### src/rtl/data_mem_req.sv
// Data-memory request side: turns the slot-1 memory op into one bus
// transaction (strobes, lane-aligned store data, addr/data handshake),
// returns the raw load word to MEM, and stalls the pipeline meanwhile.
module data_mem_req (
  input  logic        clk,
  input  logic        rst,
  input  logic        req_valid_i,
  input  logic [7:0]  aluop_i,
  input  logic [31:0] mem_addr_i,
  input  logic [31:0] reg2_i,
  input  logic        LLbit_i,
  input  logic        exception_i,
  input  logic        flush_i,
  input  logic        stall_i,
  output logic        data_req_o,
  output logic        data_wr_o,
  output logic [1:0]  data_size_o,
  output logic [3:0]  data_wstrb_o,
  output logic [31:0] data_addr_o,
  output logic [31:0] data_wdata_o,
  input  logic        data_addr_ok_i,
  input  logic        data_data_ok_i,
  input  logic [31:0] data_rdata_i,
  output logic [31:0] mem_data_o,
  output logic        mem_data_valid_o,
  output logic        stall_req_o
);

  localparam int unsigned REG_W   = 32;
  localparam int unsigned ALUOP_W = 8;

  localparam logic [ALUOP_W-1:0] OP_LB  = 8'b1110_0000;
  localparam logic [ALUOP_W-1:0] OP_LBU = 8'b1110_0100;
  localparam logic [ALUOP_W-1:0] OP_LH  = 8'b1110_0001;
  localparam logic [ALUOP_W-1:0] OP_LHU = 8'b1110_0101;
  localparam logic [ALUOP_W-1:0] OP_LW  = 8'b1110_0011;
  localparam logic [ALUOP_W-1:0] OP_LWL = 8'b1110_0010;
  localparam logic [ALUOP_W-1:0] OP_LWR = 8'b1110_0110;
  localparam logic [ALUOP_W-1:0] OP_LL  = 8'b1111_0000;
  localparam logic [ALUOP_W-1:0] OP_SB  = 8'b1110_1000;
  localparam logic [ALUOP_W-1:0] OP_SH  = 8'b1110_1001;
  localparam logic [ALUOP_W-1:0] OP_SW  = 8'b1110_1011;
  localparam logic [ALUOP_W-1:0] OP_SWL = 8'b1110_1010;
  localparam logic [ALUOP_W-1:0] OP_SWR = 8'b1110_1110;
  localparam logic [ALUOP_W-1:0] OP_SC  = 8'b1111_1000;

  typedef enum logic [2:0] {
    S_IDLE   = 3'd0,
    S_REQ    = 3'd1,
    S_WAIT   = 3'd2,
    S_DONE   = 3'd3,
    S_CANCEL = 3'd4
  } state_e;

  state_e             state_q, state_d;
  logic               data_req_q, data_req_d;
  logic               data_wr_q, data_wr_d;
  logic [1:0]         data_size_q, data_size_d;
  logic [3:0]         data_wstrb_q, data_wstrb_d;
  logic [REG_W-1:0]   data_addr_q, data_addr_d;
  logic [REG_W-1:0]   data_wdata_q, data_wdata_d;
  logic               is_load_q, is_load_d;
  logic [REG_W-1:0]   mem_data_q, mem_data_d;
  logic               mem_data_valid_q, mem_data_valid_d;

  logic               is_mem_c, is_load_c, is_sc_c, wr_c;
  logic [1:0]         size_c;
  logic [3:0]         strb_c;
  logic [REG_W-1:0]   addr_c, wdata_c;
  logic               issue_c;

  // Decode the aluop into bus request fields
  always_comb begin
    is_mem_c  = 1'b0;
    is_load_c = 1'b0;
    is_sc_c   = 1'b0;
    wr_c      = 1'b0;
    size_c    = 2'd2;
    strb_c    = 4'b0000;
    addr_c    = {mem_addr_i[31:2], 2'b00};
    wdata_c   = '0;
    case (aluop_i)
      OP_LB, OP_LBU, OP_LH, OP_LHU, OP_LW, OP_LWL, OP_LWR, OP_LL: begin
        is_mem_c  = 1'b1;
        is_load_c = 1'b1;
      end
      OP_SB: begin
        is_mem_c = 1'b1;
        wr_c     = 1'b1;
        size_c   = 2'd0;
        addr_c   = mem_addr_i;
        strb_c   = 4'(4'b0001 << mem_addr_i[1:0]);
        wdata_c  = {4{reg2_i[7:0]}};
      end
      OP_SH: begin
        is_mem_c = 1'b1;
        wr_c     = 1'b1;
        size_c   = 2'd1;
        addr_c   = mem_addr_i;
        strb_c   = mem_addr_i[1] ? 4'b1100 : 4'b0011;
        wdata_c  = {2{reg2_i[15:0]}};
      end
      OP_SW, OP_SC: begin
        is_mem_c = 1'b1;
        is_sc_c  = (aluop_i == OP_SC);
        wr_c     = 1'b1;
        addr_c   = mem_addr_i;
        strb_c   = 4'b1111;
        wdata_c  = reg2_i;
      end
      OP_SWL: begin
        is_mem_c = 1'b1;
        wr_c     = 1'b1;
        case (mem_addr_i[1:0])
          2'b00:   begin strb_c = 4'b0001; wdata_c = {24'b0, reg2_i[31:24]}; end
          2'b01:   begin strb_c = 4'b0011; wdata_c = {16'b0, reg2_i[31:16]}; end
          2'b10:   begin strb_c = 4'b0111; wdata_c = {8'b0, reg2_i[31:8]};   end
          default: begin strb_c = 4'b1111; wdata_c = reg2_i;                 end
        endcase
      end
      OP_SWR: begin
        is_mem_c = 1'b1;
        wr_c     = 1'b1;
        case (mem_addr_i[1:0])
          2'b00:   begin strb_c = 4'b1111; wdata_c = reg2_i;                 end
          2'b01:   begin strb_c = 4'b1110; wdata_c = {reg2_i[23:0], 8'b0};  end
          2'b10:   begin strb_c = 4'b1100; wdata_c = {reg2_i[15:0], 16'b0}; end
          default: begin strb_c = 4'b1000; wdata_c = {reg2_i[7:0], 24'b0};  end
        endcase
      end
      default: ;
    endcase
  end

  // A new transaction starts only from IDLE; failed SC issues nothing
  assign issue_c = (state_q == S_IDLE) & req_valid_i & is_mem_c & ~exception_i
                 & ~flush_i & ~(is_sc_c & ~LLbit_i);

  // State register
  always_ff @(posedge clk or negedge rst) begin
    if (!rst) state_q <= S_IDLE;
    else      state_q <= state_d;
  end

  // Next-state logic for the bus handshake
  always_comb begin
    state_d = state_q;
    case (state_q)
      S_IDLE: if (issue_c) state_d = S_REQ;
      S_REQ: begin
        if (data_addr_ok_i) begin
          if (data_data_ok_i) state_d = S_DONE;
          else if (flush_i)   state_d = S_CANCEL;
          else                state_d = S_WAIT;
        end else if (flush_i) begin
          state_d = S_IDLE;
        end
      end
      S_WAIT: begin
        if (data_data_ok_i) state_d = flush_i ? S_IDLE : S_DONE;
        else if (flush_i)   state_d = S_CANCEL;
      end
      S_DONE:   if (!(stall_i && !flush_i)) state_d = S_IDLE;
      S_CANCEL: if (data_data_ok_i) state_d = S_IDLE;
      default:  state_d = S_IDLE;
    endcase
  end

  // Next values of the registered outputs and latched request fields
  always_comb begin
    data_wr_d        = data_wr_q;
    data_size_d      = data_size_q;
    data_wstrb_d     = data_wstrb_q;
    data_addr_d      = data_addr_q;
    data_wdata_d     = data_wdata_q;
    is_load_d        = is_load_q;
    mem_data_d       = mem_data_q;
    data_req_d       = (state_d == S_REQ);
    mem_data_valid_d = (state_d == S_DONE) & is_load_q;
    if (issue_c) begin
      data_wr_d    = wr_c;
      data_size_d  = size_c;
      data_wstrb_d = strb_c;
      data_addr_d  = addr_c;
      data_wdata_d = wdata_c;
      is_load_d    = is_load_c;
    end
    if ((state_d == S_DONE) && (state_q != S_DONE) && is_load_q)
      mem_data_d = data_rdata_i;
  end

  // Output and field registers
  always_ff @(posedge clk or negedge rst) begin
    if (!rst) begin
      data_req_q       <= 1'b0;
      data_wr_q        <= 1'b0;
      data_size_q      <= 2'd0;
      data_wstrb_q     <= 4'b0000;
      data_addr_q      <= '0;
      data_wdata_q     <= '0;
      is_load_q        <= 1'b0;
      mem_data_q       <= '0;
      mem_data_valid_q <= 1'b0;
    end else begin
      data_req_q       <= data_req_d;
      data_wr_q        <= data_wr_d;
      data_size_q      <= data_size_d;
      data_wstrb_q     <= data_wstrb_d;
      data_addr_q      <= data_addr_d;
      data_wdata_q     <= data_wdata_d;
      is_load_q        <= is_load_d;
      mem_data_q       <= mem_data_d;
      mem_data_valid_q <= mem_data_valid_d;
    end
  end

  assign data_req_o       = data_req_q;
  assign data_wr_o        = data_wr_q;
  assign data_size_o      = data_size_q;
  assign data_wstrb_o     = data_wstrb_q;
  assign data_addr_o      = data_addr_q;
  assign data_wdata_o     = data_wdata_q;
  assign mem_data_o       = mem_data_q;
  assign mem_data_valid_o = mem_data_valid_q;
  assign stall_req_o      = issue_c | (state_q == S_REQ) | (state_q == S_WAIT)
                          | (state_q == S_CANCEL);

endmodule
### config.mk
export PLATFORM = sky130hd
export DESIGN_NAME = data_mem_req
export DESIGN_NICKNAME = d
export VERILOG_FILES = /design/src/rtl/data_mem_req.sv
export SDC_FILE = /design/constraint.sdc
export NUM_CORES = 1
export LEC_CHECK = 0
export BUFFER_PORTS_ARGS = -buffer_cell sky130_fd_sc_hd__buf_4
export CAP_MARGIN = 20
export CELL_PAD_IN_SITES_DETAIL_PLACEMENT = 0
export CELL_PAD_IN_SITES_GLOBAL_PLACEMENT = 1
export CORE_MARGIN = 5
export CORE_UTILIZATION = 40
export DETAILED_ROUTE_END_ITERATION = 16
export GPL_TIMING_DRIVEN = 1
export HOLD_SLACK_MARGIN = 0.03
export PLACE_DENSITY = 0.89
export SETUP_SLACK_MARGIN = 0.05
export SLEW_MARGIN = 20
export SYNTH_ARGS = -nofsm -noshare
export SYNTH_HDL_FRONTEND = slang
export SYNTH_SLANG_ARGS = --single-unit
### constraint.sdc
create_clock -name clk -period 6.3 [get_ports clk]
set_input_delay 0.945 -clock clk [delete_from_list [all_inputs] [get_ports clk]]
set_output_delay 0.945 -clock clk [all_outputs]
set_load 0.02 [all_outputs]
==> metrics.md, run 1 <==
| Metric | Value |
|---|---|
| Final Critical Period | ~3.5 ns |
| Vias in the first global route | between 5000 and 6000 |
| CTS Buf Count | 9 |
| Crit path depth | 6 |
| Most frequent cells in the layout | buf_4, nand2_1, dfrtp_1 |
| Register area share after synthesis | 0.473 |
| Worst EP required | 6.56 ns |
| Worst path cell trace | buf_4, nor2b_1, nand3_1, o32ai_2, a21oi_1, o21ai_0 |
| Max_cap viols | 0 |
| Power density cells | 214 nW/µm² |
| Placed cell area | 7480 µm² |
| Drt pass-1 iters | 5 |
| GR peak layer | met2 |
| Slowest CP cell | o32ai_2 |
| Cell area after synthesis | just under 6000 µm² |
| #FFs+latches synth | ~110 |
| GR met3 Demand/Resource | 0.0495 |
| Synth Instances | 584 |
| Async set or reset register ratio after synthesis | 1.00 |
| Post-detailed-route count of antenna-violating nets | 0 |
| 1st-iter DRT viols | 623 |
| Final TNS setup | 0 ns |
| Placer Congestion | 0.901 |
| Synthesized area per cell | ~9.9 µm² |
| CP max stage delay | 0.81 ns |
| Worst Setup End Kind | register |
| CTS tree | yes |
| Routed wire length | 20.0 mm |
| Leakage Power | between 3 and 4 nW |
| Sink Count | approximately 110 |
| Max-slew headroom | 0.301 |
| Sw Share | 0.278 |
| CTS clk-pin slew, worst paths | 0.07 ns |
| YS warnings | 0 |
| Flop pwr share | 0.459 |
| DIE HEIGHT | between 100 and 150 µm |
| Final non-filler cell area | 7780 µm² |
| Remaining routing DRC violations | 0 |
| Gr ovfl total | 0 |
| ANT cells | 0 |
| Largest delay share family, worst path | simple AND/OR/NAND/NOR gates |
| Post_cts resized | 0 |
| Combinational fraction of design power | 0.187 |
| Most common cell after layout, fill and taps aside | buf_4 |
| Area added between synthesis and finish | 34.8% |
| Distinct cells, synth | between 50 and 60 |
| Kind of critical path | input pin to register |
| All-layer global routing usage | 0.229 |
| Min-Delay Path Class | register to register |
| I/O pin count | 219 |
| Core area | approximately 14000 µm² |
| Share of cells above drive strength 1 | 0.371 |
| # rows | 44 |
| Die area | 16900 µm² |
| Fin nets | 887 |
| Setup Buffers After CTS | 0 |
| Maximum vdd drop | 0.123 mV |
| Critical path peak fanout | 40 |
| Hold depth | 2 |
| DIE WIDTH | 130 µm |
| Final hold viol count | 0 |
| Clk pwr share | 0.355 |
| Worst-Margin Slew | 1.05 ns |
| Tcrit/Tclk final | 0.552 |
| H-tree depth | 3 |
| Syn_nets | between 600 and 700 |
| Switching power | between 0.0004 and 0.0005 W |
| Worst reg2reg path depth | 5 |
| CTS root buf | clkbuf_16 |
| Setup Viol. Count Final | 0 |
| WP buf/inv | 1 |
| Power Internal | 0.00120 W |
| RSZ-0062 raised after global routing | false |
| Largest net degree at the start of global routing | 76 |
| First-pass GRT wire length | 30.2 mm |
| Initial Util | 0.402 |
| DR vias/cell | 5.64 |
| Port Buffers | 218 |
| EDFF count, synth | 0 |
| Initial antenna violation count | 0 |
| GR Util met1 | 0.312 |
| Type of origin of the critical path | input pin |
| Hpwl dp | between 10 and 15 mm |
| Worst endpoint data arrival time | 3.73 ns |
| Dominant synthesized flop cell | dfrtp_1 |
| CTS Buffer Depth | 2 |
| Max-slew violations | 0 |
| Max Clk Rate | roughly 290 MHz |
| Vias | 5431 |
| Met2 Usage GRT | 0.369 |
| Hold buffer count at cts | 0 |
| Result of the run | finished, final reports clean |
| Worst clock skew | 0.00810 ns |
| Avg WL per Cell | 20.8 µm |
| Later-pin clock latency in the skew report | 0.36 ns |
-- stage by stage --
step	cells	hold slack [ns]	util	power (W)	worst slack [ns]
after CTS	963	0.473	0.542	0.00168	2.94
after global routing	963	0.501	0.542	0.00173	2.69
after floorplan	584	0.531	-	0.000914	2.91
after detailed placement	947	0.458	0.521	0.00109	2.56
after global placement	947	0.453	0.521	0.00108	2.75
final	963	0.471	0.542	0.00166	2.82
-- kinds of logic after synthesis --
group | after synthesis | synth area share
simple gates | 228 | 0.178
compound gates | 137 | 0.157
flops | 109 | 0.473
mux | 61 | 0.150
buf+inv | 47 | 0.0390
xor+xnor | 2 | 0.00304
-- Yosys cell counts, types with 2 or more instances --
library cell | number | area share
o21a_1 | 2 | 0.0026
inv_1 | 2 | 0.0013
a221oi_1 | 2 | 0.0030
mux2_2 | 6 | 0.012
clkbuf_1 | 21 | 0.014
and3_1 | 5 | 0.0054
nor3_1 | 7 | 0.0061
o2111a_1 | 2 | 0.0039
a22oi_1 | 3 | 0.0039
buf_6 | 4 | 0.0078
nor4bb_1 | 2 | 0.0035
o2bb2ai_1 | 3 | 0.0046
nor2b_1 | 15 | 0.016
o2111ai_1 | 2 | 0.0030
a211oi_1 | 7 | 0.0091
nand2_1 | 144 | 0.094
dfrtp_1 | 109 | 0.47
o21ai_0 | 42 | 0.036
a222oi_1 | 9 | 0.016
o22ai_1 | 8 | 0.0087
mux2_4 | 30 | 0.078
and4b_1 | 4 | 0.0069
mux4_2 | 8 | 0.031
a2bb2oi_1 | 7 | 0.011
a21oi_1 | 28 | 0.024
nor2_1 | 28 | 0.018
mux2i_1 | 17 | 0.029
nor3b_1 | 2 | 0.0026
xor2_1 | 2 | 0.0030
a31oi_1 | 8 | 0.0087
buf_2 | 14 | 0.012
and2_1 | 3 | 0.0033
nand3_1 | 9 | 0.0078
buf_1 | 4 | 0.0026
o211ai_1 | 2 | 0.0026
nand4b_1 | 3 | 0.0046
-- power by group through the flow --
stage	Sequential [W]	Clock [W]	Combinational [W]
2_1_floorplan	0.000819	0	0.0000949
3_3_place_gp	0.000775	0	0.000307
3_5_place_dp	0.000777	0	0.000311
4_1_cts	0.000763	0.000603	0.000312
5_1_grt	0.000769	0.000626	0.000335
6_report	0.000763	0.000590	0.000310
-- flip-flops by register name, summed over array words and instances (netlist names) --
register,flops
data_addr_o,32
data_req_o,1
data_size_o,2
data_wdata_o,32
data_wr_o,1
data_wstrb_o,4
is_load_q,1
mem_data_o,32
mem_data_valid_o,1
state_q,3
-- layout make-up --
type	count	area, µm²
Multi-Input combinational cell	428	2840
Timing Repair Buffer	223	1670
Inverter	3	11.3
Tap cell	184	230
Clock inverter	4	56.3
Fill cell	1286	6590
Clock buffer	12	246
Sequential cell	109	2730
-- layer usage --
metal | wire [µm] | share of wire
met2 | 9440 | 0.47
met4 | 263 | 0.013
met1 | 8570 | 0.43
met3 | 1720 | 0.086
met5 | 0 | 0
-- worst min-delay path: cells and delay by family, from the launching register on --
| kind | cells | cell delay [ns] |
|---|---|---|
| simple gates | 2 | 0.10 |
| flops | 1 | 0.34 |
-- path summary, 6_finish.rpt --
check,from,end,slack (ns)
worst max-delay path,aluop_i[1],data_wdata_o[13],2.82
worst max register to register,state_q[0],mem_data_o[3],3.53
worst min register to register,data_addr_o[23],data_addr_o[23],0.47
max in group asynchronous,rst,state_q[1],4.47
worst min-delay path,data_addr_o[23],data_addr_o[23],0.47
min in group asynchronous,rst,data_wdata_o[20],0.65
(Power assumes the default switching activity.)
==> inputs of run 2 (changes only) <==
--- a/config.mk
+++ b/config.mk
@@ -10,11 +10,11 @@
 export CELL_PAD_IN_SITES_DETAIL_PLACEMENT = 0
 export CELL_PAD_IN_SITES_GLOBAL_PLACEMENT = 1
 export CORE_MARGIN = 5
-export CORE_UTILIZATION = 40
+export CORE_UTILIZATION = 37
 export DETAILED_ROUTE_END_ITERATION = 16
 export GPL_TIMING_DRIVEN = 1
 export HOLD_SLACK_MARGIN = 0.03
-export PLACE_DENSITY = 0.89
+export PLACE_DENSITY = 0.83
 export SETUP_SLACK_MARGIN = 0.05
 export SLEW_MARGIN = 20
 export SYNTH_ARGS = -nofsm -noshare
==> constraint.sdc (replaced) <==
create_clock -name clk -period 3.25 [get_ports clk]
set_input_delay 0.4875 -clock clk [delete_from_list [all_inputs] [get_ports clk]]
set_output_delay 0.4875 -clock clk [all_outputs]
set_load 0.02 [all_outputs]
==> metrics.md, run 2 (synthesis gave the netlist of run 1 again) <==
| Metric | Value |
|---|---|
| RSZ-0062 raised after global routing | false (unchanged) |
| ANT cells | 0 (unchanged) |
| Most common cell after layout, fill and taps aside | buf_4 (unchanged) |
| DIE HEIGHT | 135 µm (was 130 µm) |
| Number of fill cells in the layout | 1400 (was 1286) |
| Dpl ws | 0.532 ns (was 2.56 ns) |
| DR vias/cell | 5.33 (was 5.64) |
| Worst-Margin Slew | 0.830 ns (was 1.05 ns) |
| Kind of critical path | input pin to primary output (was input pin to register) |
| Min-Delay Path Class | input pin to async pin (was register to register) |
| H-tree depth | 3 (unchanged) |
| Critical path peak fanout | 40 (unchanged) |
| Flop pwr share | 0.457 (was 0.459) |
| Remaining routing DRC violations | 0 (unchanged) |
| CTS Buffer Depth | 2 (unchanged) |
| Tcrit/Tclk final | 0.751 |
| Share of cells above drive strength 1 | 0.378 (was 0.371) |
| Routed wire length | 19.5 mm (was 20.0 mm) |
| Avg WL per Cell | 19.6 µm (was 20.8 µm) |
| Most frequent cells in the layout | buf_4, nand2_1, dfrtp_1 (unchanged) |
| Hpwl dp | 14.3 mm (was 14.6 mm) |
| Core area | 15300 µm² (was 14400 µm²) |
| Max-slew headroom | 0.445 (was 0.301) |
| Setup Viol. Count Final | 0 (unchanged) |
| First-pass GRT wire length | 29.7 mm (was 30.2 mm) |
| Sw Share | 0.284 (was 0.278) |
| Setup Buffers After CTS | 0 (unchanged) |
| Placer Congestion | 0.915 (was 0.901) |
| Final hold viol count | 0 (unchanged) |
| Fin nets | 892 (was 887) |
| Final non-filler cell area | 7890 µm² (was 7780 µm²) |
| Initial antenna violation count | 0 (unchanged) |
| Post_cts resized | 0 (unchanged) |
| Finished Core Util | 0.517 (was 0.542) |
| Worst reg2reg path depth | 6 (was 5) |
| Vias | 5300 (was 5431) |
| Sink Count | 109 (unchanged) |
| CTS tree | yes (unchanged) |
| Die area | 18200 µm² (was 16900 µm²) |
| All-layer global routing usage | 0.209 (was 0.229) |
| Worst Setup End Kind | primary output (was register) |
| Power Internal | 0.00232 W (was 0.00120 W) |
| # rows | 45 (was 44) |
| Final Worst Setup Slack | 0.808 ns (was 2.82 ns) |
| Crit Reg-Reg Startpoint | state_q[0] (unchanged) |
| Worst EP required | 2.76 ns (was 6.56 ns) |
| Final TNS setup | 0 ns (unchanged) |
| Type of origin of the critical path | input pin (unchanged) |
| Vias in the first global route | 5202 (was 5325) |
| Result of the run | finished, final reports clean (unchanged) |
| Later-pin clock latency in the skew report | 0.35 ns (was 0.36 ns) |
| Switching power | 0.000918 W (was 0.000463 W) |
| Max-slew violations | 0 (unchanged) |
| Worst endpoint data arrival time | 1.95 ns (was 3.73 ns) |
| Maximum vdd drop | 0.239 mV (was 0.123 mV) |
| 1st-iter DRT viols | 534 (was 623) |
| Max_cap viols | 0 (unchanged) |
| Post-detailed-route count of antenna-violating nets | 0 (unchanged) |
| Combinational fraction of design power | 0.185 (was 0.187) |
| Gr ovfl total | 0 (unchanged) |
| Final Critical Period | 2.44 ns |
| Placed cell area | 7580 µm² (was 7480 µm²) |
| DIE WIDTH | 135 µm (was 130 µm) |
| CTS Buf Count | 9 (unchanged) |
| Max Clk Rate | 409 MHz |
| Initial Util | 0.378 (was 0.402) |
| Worst clock skew | 0.00979 ns (was 0.00810 ns) |
| Leakage Power | 3.99 nW (was 3.96 nW) |
| CTS root buf | clkbuf_16 (unchanged) |
| Power density cells | 410 nW/µm² (was 214 nW/µm²) |
| CTS clk-pin slew, worst paths | 0.07 ns (about the same) |
| CP startpoint | aluop_i[1] (unchanged) |
| Drt pass-1 iters | 6 (was 5) |
| Clk pwr share | 0.358 (was 0.355) |
| Hold buffer count at cts | 0 (unchanged) |
| I/O pin count | 219 (unchanged) |
| Port Buffers | 218 (unchanged) |
| Area added between synthesis and finish | 36.7% (was 34.8%) |
| Largest net degree at the start of global routing | 76 (unchanged) |
[run 2: cell count changes in the layout (fill, tap and decap cells not counted), sizes merged]
cell | before | now
inv | 4 | 6
buf | 223 | 228
clkbuf | 12 | 9
clkinvlp | 0 | 1
[run 2: critical path, stage by stage]
cell	delay, ns
buf_4	0.34
mux2_2	0.39
o22ai_1	0.30
o2111ai_4	0.16
nand2_1	0.12
buf_4	0.15
[run 2: path summary, 6_finish.rpt]
kind                                    endpoint  slack, ns
worst max-delay path                 stall_req_o       0.81
worst min-delay path            data_wdata_o[12]       0.13
worst max register to register     mem_data_o[4]       0.89
worst min register to register   data_addr_o[21]       0.47
max in group asynchronous         data_addr_o[7]       2.33
min in group clk                      state_q[2]       0.31
[run 2: metrics by stage]
step	hold WS [ns]	power [W]	std cells
after detailed placement	0.461	0.00211	979
after global routing	0.166	0.00338	995
after global placement	0.453	0.00209	979
after floorplan	0.192	0.00177	584
final	0.129	0.00324	995
after CTS	0.139	0.00328	995
[run 2: final cells by class]
| cell class | instances | area [µm²] | area share |
|---|---|---|---|
| Clock buffer | 9 | 225 | 0.0285 |
| Clock inverter | 7 | 90.1 | 0.0114 |
| Inverter | 3 | 11.3 | 0.00143 |
| Multi-Input combinational cell | 428 | 2840 | 0.359 |
| Sequential cell | 109 | 2730 | 0.346 |
| Tap cell | 211 | 264 | 0.0335 |
| Timing Repair Buffer | 228 | 1740 | 0.220 |
[run 2: power groups by stage]
stage	logic (W)	registers (W)	clock network, W
floorplan	0.000184	0.00159	0
global placement	0.000591	0.00150	0
detailed placement	0.000602	0.00151	0
CTS	0.000603	0.00148	0.00119
global route	0.000649	0.00149	0.00125
finish	0.000601	0.00148	0.00116
[run 2: per-layer routing]
layer,wire length [µm],vias to the layer above,GRT usage,share of wire
met5,0,-,0,0
met4,370,0,0.0650,0.019
met3,2060,21,0.0637,0.11
met2,8910,280,0.334,0.46
met1,8120,2515,0.272,0.42
li1,-,2484,-,-
==> inputs of run 3 (changes only) <==
--- a/config.mk
+++ b/config.mk
@@ -10,11 +10,11 @@
 export CELL_PAD_IN_SITES_DETAIL_PLACEMENT = 0
 export CELL_PAD_IN_SITES_GLOBAL_PLACEMENT = 1
 export CORE_MARGIN = 5
-export CORE_UTILIZATION = 37
+export CORE_UTILIZATION = 33
 export DETAILED_ROUTE_END_ITERATION = 16
 export GPL_TIMING_DRIVEN = 1
 export HOLD_SLACK_MARGIN = 0.03
-export PLACE_DENSITY = 0.83
+export PLACE_DENSITY = 0.78
 export SETUP_SLACK_MARGIN = 0.05
 export SLEW_MARGIN = 20
 export SYNTH_ARGS = -nofsm -noshare
==> constraint.sdc (replaced) <==
create_clock -name clk -period 1.95 [get_ports clk]
set_input_delay 0.2925 -clock clk [delete_from_list [all_inputs] [get_ports clk]]
set_output_delay 0.2925 -clock clk [all_outputs]
set_load 0.02 [all_outputs]
==> metrics.md, run 3 (synthesis gave the netlist of run 1 again) <==
| Metric | Value |
|---|---|
| Result of the run | finished with violations (was finished, final reports clean) |
| Failing checks | negative setup slack |
| # rows | 48 (was 45) |
| Max_cap viols | 0 (unchanged) |
| Leakage Power | 4.23 nW (was 3.99 nW) |
| Worst path cell trace | buf_6, inv_4, or4_4, a31oi_4, nand4_4, buf_12, mux2_4 (was buf_4, mux2_2, o22ai_1, o2111ai_4, nand2_1, buf_4) |
| Vias in the first global route | 5764 (was 5202) |
| Gr ovfl total | 0 (unchanged) |
| Type of origin of the critical path | register (was input pin) |
| 1st-iter DRT viols | 419 (was 534) |
| Initial Util | 0.335 (was 0.378) |
| Tcrit/Tclk final | 1.03 |
| Max-slew headroom | 0.460 (was 0.445) |
| Worst Setup End Kind | register (was primary output) |
| Initial antenna violation count | 0 (unchanged) |
| Min-Delay Path Class | input pin to register (was input pin to async pin) |
| Post-detailed-route count of antenna-violating nets | 0 (unchanged) |
| Number of fill cells in the layout | 1614 (was 1400) |
| Most frequent cells in the layout | buf_4, nand2_1, dfrtp_1 (unchanged) |
| DP Cell Count | 1028 (was 979) |
| Power density cells | 642 nW/µm² (was 410 nW/µm²) |
| DIE HEIGHT | 142 µm (was 135 µm) |
| Kind of critical path | register to register (was input pin to primary output) |
| Avg WL per Cell | 19.9 µm (was 19.6 µm) |
| Vias | 5679 (was 5300) |
| First-pass GRT wire length | 32.1 mm (was 29.7 mm) |
| Final TNS setup | -1.26 ns (was 0 ns) |
| Setup Viol. Count Final | 33 (was 0) |
| Core area | 17200 µm² (was 15300 µm²) |
| Port Buffers | 218 (unchanged) |
| Share of cells above drive strength 1 | 0.416 (was 0.378) |
| Sink Count | 109 (unchanged) |
| CTS Buffer Depth | 2 (unchanged) |
| Routed wire length | 20.9 mm (was 19.5 mm) |
| Overall Power | 0.00535 W (was 0.00324 W) |
| ANT cells | 0 (unchanged) |
| Max-slew violations | 0 (unchanged) |
| Storage cell area | 2730 µm² (about the same) |
| GR met3 Demand/Resource | 0.0440 (was 0.0637) |
| Remaining routing DRC violations | 0 (unchanged) |
| All-layer global routing usage | 0.200 (was 0.209) |
| Placed cell area | 7960 µm² (was 7580 µm²) |
| Met2 Usage GRT | 0.322 (was 0.334) |
| Largest net degree at the start of global routing | 110 (was 76) |
| Critical path peak fanout | 32 (was 40) |
| CTS Buf Count | 9 (unchanged) |
| Multi-input logic area | 2870 µm² (was 2840 µm²) |
| Worst EP required | 2.19 ns (was 2.76 ns) |
| Hpwl dp | 15.4 mm (was 14.3 mm) |
| Worst-Margin Slew | 0.807 ns (was 0.830 ns) |
| Worst endpoint data arrival time | 2.24 ns (was 1.95 ns) |
| I/O pin count | 219 (unchanged) |
| Die area | 20200 µm² (was 18200 µm²) |
| Layout Cells excl Fill | 1050 (was 995) |
| Most common cell after layout, fill and taps aside | buf_4 (unchanged) |
| GR Util met1 | 0.266 (was 0.272) |
| Dpl ws | -0.000848 ns (was 0.532 ns) |
| Final Critical Period | 2.01 ns |
| CP max stage delay | 0.44 ns (was 0.39 ns) |
| Slowest CP cell | or4_4 (was mux2_2) |
| Placer Congestion | 0.845 (was 0.915) |
| H-tree depth | 3 (unchanged) |
| Later-pin clock latency in the skew report | 0.36 ns (was 0.35 ns) |
| Maximum vdd drop | 0.431 mV (was 0.239 mV) |
| Final hold viol count | 0 (unchanged) |
| CTS tree | yes (unchanged) |
| Drt pass-1 iters | 5 (was 6) |
| DIE WIDTH | 142 µm (was 135 µm) |
| Final Worst Setup Slack | -0.0587 ns (was 0.808 ns) |
| RSZ-0062 raised after global routing | true (was false) |
| Final non-filler cell area | 8340 µm² (was 7890 µm²) |
| Fin nets | 934 (was 892) |
| CTS clk-pin slew, worst paths | 0.08 ns (was 0.07 ns) |
| GR peak layer | met2 (unchanged) |
| Worst clock skew | 0.00968 ns (was 0.00979 ns) |
| Max Clk Rate | between 400 and 500 MHz |
| CTS root buf | clkbuf_16 (unchanged) |
| Area added between synthesis and finish | 44.5% (was 36.7%) |
| DR vias/cell | 5.41 (was 5.33) |
-- run 3: critical path, delay by kind of cell (launching register included) --
kind | cells | cell delay (ns)
simple gates | 2 | 0.55
flops | 1 | 0.40
mux | 1 | 0.32
buf+inv | 3 | 0.39
compound gates | 1 | 0.21
-- run 3: worst paths after layout --
check / depth (start not counted) / from / slack, ns / to
setup / recovery: 7 / state_q[0] / -0.06 / mem_data_o[5]
hold / removal: 2 / data_data_ok_i / 0.11 / state_q[2]
setup reg to reg: 7 / state_q[0] / -0.06 / mem_data_o[5]
hold reg to reg: 2 / data_addr_o[17] / 0.47 / data_addr_o[17]
max in group asynchronous: 3 / rst / 0.86 / data_wstrb_o[3]
min in group asynchronous: 3 / rst / 0.45 / data_wdata_o[9]
-- run 3: routing by layer --
metal | share of wire | vias to the layer above
met3 | 0.089 | 39
li1 | - | 2565
met2 | 0.46 | 302
met5 | 0 | -
met4 | 0.022 | 0
met1 | 0.43 | 2773
-- run 3: timing repair --
| item | 4_1_cts | 5_1_grt |
|---|---|---|
| gates resized for setup | 9 | 5 |
| setup buffers | 4 | 2 |
| endpoints found under the hold margin | 2 | 0 |
| pin swaps | 4 | 2 |
| hold buffers | 1 | 0 |
| setup endpoints to repair | 47 | 54 |
-- run 3: cell type report --
cell class / instances / share of cell area
multi-input combinational: 428 / 0.344
clock inverter: 6 / 0.00675
tap: 225 / 0.0338
clock buffer: 9 / 0.0270
inverter: 3 / 0.00165
timing repair buffer: 270 / 0.259
sequential: 109 / 0.327
-- run 3: where the power goes --
part           internal [W]  switching, W
logic              0.000503      0.000566
clock network      0.000889      0.000931
registers           0.00238     0.0000774
-- run 3: metrics by stage --
step / hold slack [ns] / util
2_1_floorplan: -0.00309 / -
3_3_place_gp: 0.407 / 0.462
3_5_place_dp: 0.417 / 0.462
4_1_cts: 0.0860 / 0.482
5_1_grt: 0.0915 / 0.484
6_report: 0.109 / 0.484
